===== src/rtl/sync_fifo_pkg.sv =====
// Shared defaults and threshold legality check for the programmable-threshold synchronous FIFO.
package sync_fifo_pkg;

    localparam int unsigned DefDsize = 8;
    localparam int unsigned DefAsize = 4;

    // Almost-full must be reachable and nonzero; almost-empty must sit below full.
    function automatic bit levels_legal(input int unsigned depth, input int unsigned af,
                                        input int unsigned ae);
        return (af >= 1) && (af <= depth) && (ae <= depth - 1);
    endfunction

endpackage


===== src/rtl/sync_fifo_ram.sv =====
// FIFO storage: DEPTH x DSIZE array, synchronous write port, asynchronous read port.
module sync_fifo_ram #(
    parameter int unsigned DSIZE = 8,
    parameter int unsigned ASIZE = 4
) (
    input  logic             clk_i,
    input  logic             we_i,
    input  logic [ASIZE-1:0] waddr_i,
    input  logic [DSIZE-1:0] wdata_i,
    input  logic [ASIZE-1:0] raddr_i,
    output logic [DSIZE-1:0] rdata_o
);

    logic [DSIZE-1:0] mem [2**ASIZE];

    always_ff @(posedge clk_i) begin
        if (we_i) begin
            mem[waddr_i] <= wdata_i;
        end
    end

    assign rdata_o = mem[raddr_i];

endmodule


===== src/rtl/sync_fifo_prog.sv =====
// Synchronous FIFO with registered occupancy flags, programmable thresholds and sticky errors.
// Define SYNC_FIFO_FWFT_EN for first-word-fall-through read behaviour.
module sync_fifo_prog
    import sync_fifo_pkg::*;
#(
    parameter int unsigned DSIZE    = DefDsize,
    parameter int unsigned ASIZE    = DefAsize,
    parameter int unsigned AF_LEVEL = (2 ** ASIZE) - 2,
    parameter int unsigned AE_LEVEL = 2
) (
    input  logic             clk,
    input  logic             rst,
    input  logic             winc,
    input  logic [DSIZE-1:0] wdata,
    input  logic             rinc,
    input  logic             err_clr,
    output logic [DSIZE-1:0] rdata,
    output logic             rvalid,
    output logic             wfull,
    output logic             rempty,
    output logic             almost_full,
    output logic             almost_empty,
    output logic [ASIZE:0]   count,
    output logic             overflow,
    output logic             underflow
);

    localparam int unsigned   DEPTH    = 2 ** ASIZE;
    localparam logic [ASIZE:0] DepthCnt = DEPTH[ASIZE:0];
    localparam logic [ASIZE:0] AfLvl    = AF_LEVEL[ASIZE:0];
    localparam logic [ASIZE:0] AeLvl    = AE_LEVEL[ASIZE:0];

    if (!levels_legal(DEPTH, AF_LEVEL, AE_LEVEL)) begin : gen_bad_levels
        $error("sync_fifo_prog: AF_LEVEL/AE_LEVEL out of range for DEPTH");
    end

    logic [ASIZE:0]   wptr_q, wptr_d, rptr_q, rptr_d, count_q, count_d;
    logic             wfull_q, wfull_d, rempty_q, rempty_d;
    logic             afull_q, afull_d, aempty_q, aempty_d;
    logic             ovf_q, ovf_d, unf_q, unf_d;
    logic             wr_acc, rd_acc;
    logic [DSIZE-1:0] head;

    sync_fifo_ram #(
        .DSIZE(DSIZE),
        .ASIZE(ASIZE)
    ) u_ram (
        .clk_i  (clk),
        .we_i   (wr_acc),
        .waddr_i(wptr_q[ASIZE-1:0]),
        .wdata_i(wdata),
        .raddr_i(rptr_q[ASIZE-1:0]),
        .rdata_o(head)
    );

    // Flags are registered, so acceptance uses the pre-edge view of full/empty.
    always_comb begin
        wr_acc  = winc && !wfull_q;
        rd_acc  = rinc && !rempty_q;
        wptr_d  = wptr_q;
        rptr_d  = rptr_q;
        count_d = count_q;
        if (wr_acc) wptr_d = wptr_q + 1'b1;
        if (rd_acc) rptr_d = rptr_q + 1'b1;
        case ({wr_acc, rd_acc})
            2'b10:   count_d = count_q + 1'b1;
            2'b01:   count_d = count_q - 1'b1;
            default: count_d = count_q;
        endcase
        wfull_d  = (count_d == DepthCnt);
        rempty_d = (count_d == '0);
        afull_d  = (count_d >= AfLvl);
        aempty_d = (count_d <= AeLvl);
        // A fresh error wins over a simultaneous clear.
        ovf_d    = (ovf_q && !err_clr) || (winc && wfull_q);
        unf_d    = (unf_q && !err_clr) || (rinc && rempty_q);
    end

    always_ff @(posedge clk) begin
        if (rst) begin
            wptr_q   <= '0;
            rptr_q   <= '0;
            count_q  <= '0;
            wfull_q  <= 1'b0;
            rempty_q <= 1'b1;
            afull_q  <= 1'b0;
            aempty_q <= 1'b1;
            ovf_q    <= 1'b0;
            unf_q    <= 1'b0;
        end else begin
            wptr_q   <= wptr_d;
            rptr_q   <= rptr_d;
            count_q  <= count_d;
            wfull_q  <= wfull_d;
            rempty_q <= rempty_d;
            afull_q  <= afull_d;
            aempty_q <= aempty_d;
            ovf_q    <= ovf_d;
            unf_q    <= unf_d;
        end
    end

`ifdef SYNC_FIFO_FWFT_EN
    // Head word falls through; masked to zero while empty so stale memory never shows.
    assign rdata  = rempty_q ? '0 : head;
    assign rvalid = !rempty_q;
`else
    logic [DSIZE-1:0] rdata_q, rdata_d;
    logic             rvalid_q, rvalid_d;

    always_comb begin
        rdata_d  = rd_acc ? head : rdata_q;
        rvalid_d = rd_acc;
    end

    always_ff @(posedge clk) begin
        if (rst) begin
            rdata_q  <= '0;
            rvalid_q <= 1'b0;
        end else begin
            rdata_q  <= rdata_d;
            rvalid_q <= rvalid_d;
        end
    end

    assign rdata  = rdata_q;
    assign rvalid = rvalid_q;
`endif

    assign wfull        = wfull_q;
    assign rempty       = rempty_q;
    assign almost_full  = afull_q;
    assign almost_empty = aempty_q;
    assign count        = count_q;
    assign overflow     = ovf_q;
    assign underflow    = unf_q;

endmodule

===== config.mk =====
export PLATFORM = sky130hd
export DESIGN_NAME = sync_fifo_prog
export DESIGN_NICKNAME = d
export VERILOG_FILES = /design/src/rtl/sync_fifo_pkg.sv /design/src/rtl/sync_fifo_ram.sv /design/src/rtl/sync_fifo_prog.sv
export SDC_FILE = /design/constraint.sdc
export NUM_CORES = 1
export LEC_CHECK = 0
export ABC_AREA = 1
export CAP_MARGIN = 25
export CORE_MARGIN = 4
export CORE_UTILIZATION = 59
export DETAILED_ROUTE_END_ITERATION = 8
export GPL_TIMING_DRIVEN = 0
export PLACE_DENSITY_LB_ADDON = 0.15
export REMOVE_ABC_BUFFERS = 1
export SLEW_MARGIN = 20
export SYNTH_ARGS = -nofsm -noshare
export SYNTH_HDL_FRONTEND = slang
export SYNTH_SLANG_ARGS = --single-unit
export TNS_END_PERCENT = 50

===== constraint.sdc =====
create_clock -name clk -period 2.8 [get_ports clk]
set_input_delay 0.7 -clock clk [delete_from_list [all_inputs] [get_ports clk]]
set_output_delay 0.7 -clock clk [all_outputs]
set_load 0.05 [all_outputs]

# --- Word level (Yosys, flattened, before mapping) ---
# Memory sizes are Yosys's and may differ from the RTL's. A register that Yosys moved wholly into a read port is not among the register bits.
# Index checks and enable logic that the tools add are counted.
op_classes:
  n_addsub: 4
  mux: 3
  n_lt_le_gt_ge: 2
  reduce_logical: 12
  eq_ne: 3
op_table:
  columns: ["op", "count"]
  rows:
  - ["$add 5x1->5 const B", 3]
  - ["$pmux 5 s2", 1]
  - ["$logic_and 1x1->1", 6]
  - ["$eq 5x5->1 const B", 1]
  - ["$ge 5x4->1 const B", 1]
  - ["$le 5x2->1 const B", 1]
  - ["$logic_not 5->1", 1]
  - ["$sub 5x1->5 const B", 1]
  - ["$logic_not 1->1", 3]
  - ["$eq 2x1->1 const B", 1]
  - ["$eq 2x2->1 const B", 1]
  - ["$logic_or 1x1->1", 2]
  - ["$mux 1", 2]
word_totals:
  memories: 1
  out_inout_bits: 20
  reg_bits: 22
  ramBits: 128
mem_list:
  columns: ["name", "words", "word_bits", "read_ports", "rd_ports_with_merged_regs", "write_ports", "line_no", "text"]
  rows:
  - ["u_ram.mem", 16, 8, 1, 1, 1, "sync_fifo_ram.sv:14", "logic [DSIZE-1:0] mem [2**ASIZE];"]

# --- Depth between registers and ports, before layout ---
logic_depth:
  depth_word: 5
  ltp_mapped: 16
  mapped_depth_nobuf: 16

# --- Hierarchy ---
# A second synthesis with hierarchy kept.
hier_totals:
  cells_unflattened: 714
  hier_area_um2: 6936.7
modules_own_cells:
  columns: ["module", "area_per_inst_um2", "cells_each", "seq_area_each_um2", "instances"]
  rows:
  - ["sync_fifo_ram", 5606.6, 543, 3843.7, 1]
  - ["sync_fifo_prog", 1330.0, 171, 560.5, 1]

# --- Least setup slack after synthesis ---
# Ideal clock, no wire load.
synth_path:
  path_type: "input -> register"
  startpoint: "input rinc"
  endpoint: "register rempty_q, in the netlist rempty"
  setup_time_ns: 0.068
  arrival_time_ns: 2.204
  stages: 10
  setup_slack_ns: 0.528
  path_cell_list: "inv_2 -> nor2_8 -> buf_1 -> ha_1 -> buf_2 -> o21ai_0 -> nand2_1 -> nor2_2 -> nand3_2 -> o21bai_2"
synth_between:
  elab_chain_len: 4
  word_cells_on_any_way: 5
synth_rtl:
  columns: ["item", "line_no", "text"]
  rows:
  - ["from (decl)", "sync_fifo_prog.sv:15", "input logic rinc,"]
  - ["$logic_and 1x1->1 (*)", "sync_fifo_prog.sv:59", "rd_acc = rinc && !rempty_q;"]
  - ["$eq 2x1->1 / $eq 2x2->1 (equally long branches)", "sync_fifo_prog.sv:65", "case ({wr_acc, rd_acc})"]
  - ["$pmux 5 s2 (*)", "sync_fifo_prog.sv:65", null]
  - ["$logic_not 5->1 (*)", "sync_fifo_prog.sv:71", "rempty_d = (count_d == '0);"]
  - ["to (signal assigned)", "sync_fifo_prog.sv:95", "rempty_q <= rempty_d;"]
  - ["to (decl)", "sync_fifo_prog.sv:38", "logic wfull_q, wfull_d, rempty_q, rempty_d;"]
# Mark *: on every way between the ends. The rest lies on a longest branch, timed or not.
# A chain may end at the register's enable or synchronous reset.

==> flow_summary.yaml <==
outcome:
  status: "finished, final reports clean"
timing:
  fin_crit_ns: 2.61
  finalHoldViolCount: 0
  max_slew_margin_pct: 36.3
  holdWs_ns: 0.463
  setup_violations: 0
  slew_viol_final: 0
  rsz0062_at_grt: "false"
  tightest_slew_ns: 0.952
  fin_skew_ns: 0.00687
  finalCritPeriodShare_pct: 93.1
  tns_ns: 0
  max_freq_mhz: 384
floorplanning:
  initial_core_util_pct: 61.3
  fp.dieH_um: 112
  io_pins: 33
  die_area_mm2: 0.0126
  dieWidth_um: 112
  rows: 37
  core_area_mm2: 0.0104
clocking:
  h-tree-depth: 4
  numCtsBuffers: 17
  path_clk_slew_ns: 0.06
  ctsResizeCount: 0
  cts.sinks: 156
  cts_root_buffer: "clkbuf_8"
  cts.hold.buffers_added: 0
  cts_setup_buffers: 0
  worstSkewPairLatency_ns: 0.53
  cts_tree: "built"
  clock_tree.buffer_depth: 2
power:
  comb_power_share_pct: 19.1
  p_switching_w: 0.00172
  power_frac_seq_pct: 47.2
  p_clk_share_pct: 33.8
  ir_drop_uv: 429
  power_density_mw_per_mm2: 789
  leakage_nw: 2.55
  p_int_w: 0.00403
  swShare_pct: 29.9
final_layout:
  stdcell_count: 729
  register_area_mm2: 0.00441
  nNetsFinal: 600
  syn2layout_area_growth_pct: 14.0
  drive_gt1_share_pct: 8.43
  layout_commonest_cell: "edfxtp_1"
  mostFrequentLayoutCells: "edfxtp_1 (128), nor2_1 (110), o21ai_0 (61)"
  multiInputGateArea_mm2: 0.00172
  antenna_cells: 0
  nFillCells: 770
min_path:
  min-delay-start: "overflow$_SDFF_PP0_"
  hold_class: "reg -> reg"
setup_path:
  crit_slowest_cell: "dfxtp_1"
  setup.worst_path.end_class: "register"
  critPathArrivalTime_ns: 3.04
  critPathKind: "reg -> reg"
  max_stage_delay_ns: 0.91
  crit_family: "flip-flops"
  startpoint: "rptr_q[2]$_SDFFE_PP0P_"
  cp_num_buf_inv: 2
  timing.rr.start: "rptr_q[2]$_SDFFE_PP0P_"
  crit_chain: "clkinv_1 -> nand2_1 -> nand2_1 -> nand2_1 -> o211ai_1 -> nand2_1 -> inv_1"
  worstSetupStartpointType: "register"
  cpMostUsedCell: "nand2_1"
  cp_data_required_time_ns: 3.23
  worstPathMaxFanout: 20
grt:
  grt_max_degree: 67
  grt_overflow: 0
  antenna_found_initial: 0
  grt.total_usage_pct: 23.4
  first_global_vias: 4166
  grt_pass1_wl_mm: 22.1
yosys:
  async_flop_share_pct: 0
  yosys_most_used_dff: "edfxtp_1"
  synth_top_area_share_pct: 60.2
  synth_cell_types: 33
  syn_area_per_cell_um2: 11.5
  synthAdderAreaFrac_pct: 1.37
  yosys_warnings: 0
  synthCells: 556
  synthXorXnorAreaFrac_pct: 0.274
  synth_top_area_cell: "edfxtp_1"
  syn_area_mm2: 0.00639
  synth_top_family_by_area: "simple AND/OR/NAND/NOR gates"
  synthSimpleGateAreaFrac_pct: 13.6
  ys_seq_area_share_pct: 68.9
  yosys-top-cells-area: "edfxtp_1 (60%), dfxtp_1 (8.8%), nor2_1 (6.5%), o21ai_0 (4.8%), nand2_1 (3.0%)"
  synth_compound_area_share_pct: 11.7
  synth-edff-count: 128
  synthMuxAreaShare_pct: 0
  ys_ff_latch: 156
drt:
  via_per_inst: 5.88
  drc: 0
  firstDrtPassIters: 5
  vias: 4288
  dr.first_iter.drc_count: 422
  routed_wirelength_mm: 14.0
  drtAntennaViolNets: 0
  routedWlPerCell_um: 19.2
flow_run:
  maxCapViolCount: 0
placed_design:
  gp_congestion: 0.809
  dp.cells: 696
  port_buffers: 32
  hpwl_mm: 8.12
final timing paths:
check / endpoint / slack (ns) / cells past startpoint
hold / removal: overflow$_SDFF_PP0_ / 0.46 / 2
setup / recovery: rdata[7]$_SDFFE_PP0P_ / 0.19 / 7
hold reg to reg: overflow$_SDFF_PP0_ / 0.46 / 2
setup reg to reg: rdata[7]$_SDFFE_PP0P_ / 0.19 / 7
through the flow:
stage	area, um^2	setup slack (ns)	util, %	power [W]
floorplan	6250	0.107	-	0.00347
global placement	6740	-1.18	64.7	0.00380
detailed placement	6770	-0.230	65.0	0.00384
CTS	7260	0.222	69.7	0.00576
global route	7280	0.0335	69.9	0.00600
finish	7280	0.193	69.9	0.00575
power groups by stage:
stage                     clock network, W  registers (W)  logic (W)
after global routing               0.00208        0.00272    0.00120
after detailed placement                 0        0.00276    0.00108
final                              0.00194        0.00271    0.00110
after floorplan                          0        0.00295   0.000517
after global placement                   0        0.00278    0.00102
after CTS                          0.00196        0.00271    0.00109
worst min-delay path: stages (launching register included):
cell	delay, ns
dfxtp_1	0.31
nand2_1	0.06
a21oi_1	0.05
state kept, by name, indices dropped and copies added, names as in the netlist:
name and cells:
rptr_q 4, rdata 8, rvalid 1, u_ram.mem 128, almost_empty 1, wptr_q 4
overflow 1, count 5, wfull 1, rempty 1, underflow 1, almost_full 1
area by class of cell:
type / instances / share of cell area, %
clock buffer: 18 / 5.74
sequential: 156 / 60.5
tap: 136 / 2.34
clock inverter: 14 / 1.10
inverter: 34 / 1.79
timing repair buffer: 34 / 4.88
multi-input combinational: 337 / 23.6
cells in the mapped netlist, types with 3 or more instances:
cell,number
dfxtp_1,28
clkbuf_1,11
nand3_2,4
inv_1,29
ha_1,7
nand2_2,6
inv_2,3
edfxtp_1,128
nor3_1,3
a21oi_1,9
o211ai_1,6
o21ai_1,13
buf_4,3
nor2_1,110
o21ai_0,61
o221ai_1,18
nand2_1,51
buf_2,12
nand3_1,21
o22ai_1,14
layer usage:
layer	vias to the layer above	GRT usage, %	share of wire [%]
met5	-	0	0
met4	0	8.49	1.8
met3	26	4.80	6.8
met2	171	38.8	50
met1	2064	30.9	41
li1	2027	-	-
cell families (layout without fill, tap and decap cells):
group,after synthesis,count (layout)
xor+xnor,2,2
compound gates,126,126
simple gates,202,202
buf+inv,63,100
flops,156,156
fa+ha+maj,7,7
Power figures use the tool's default switching activity.
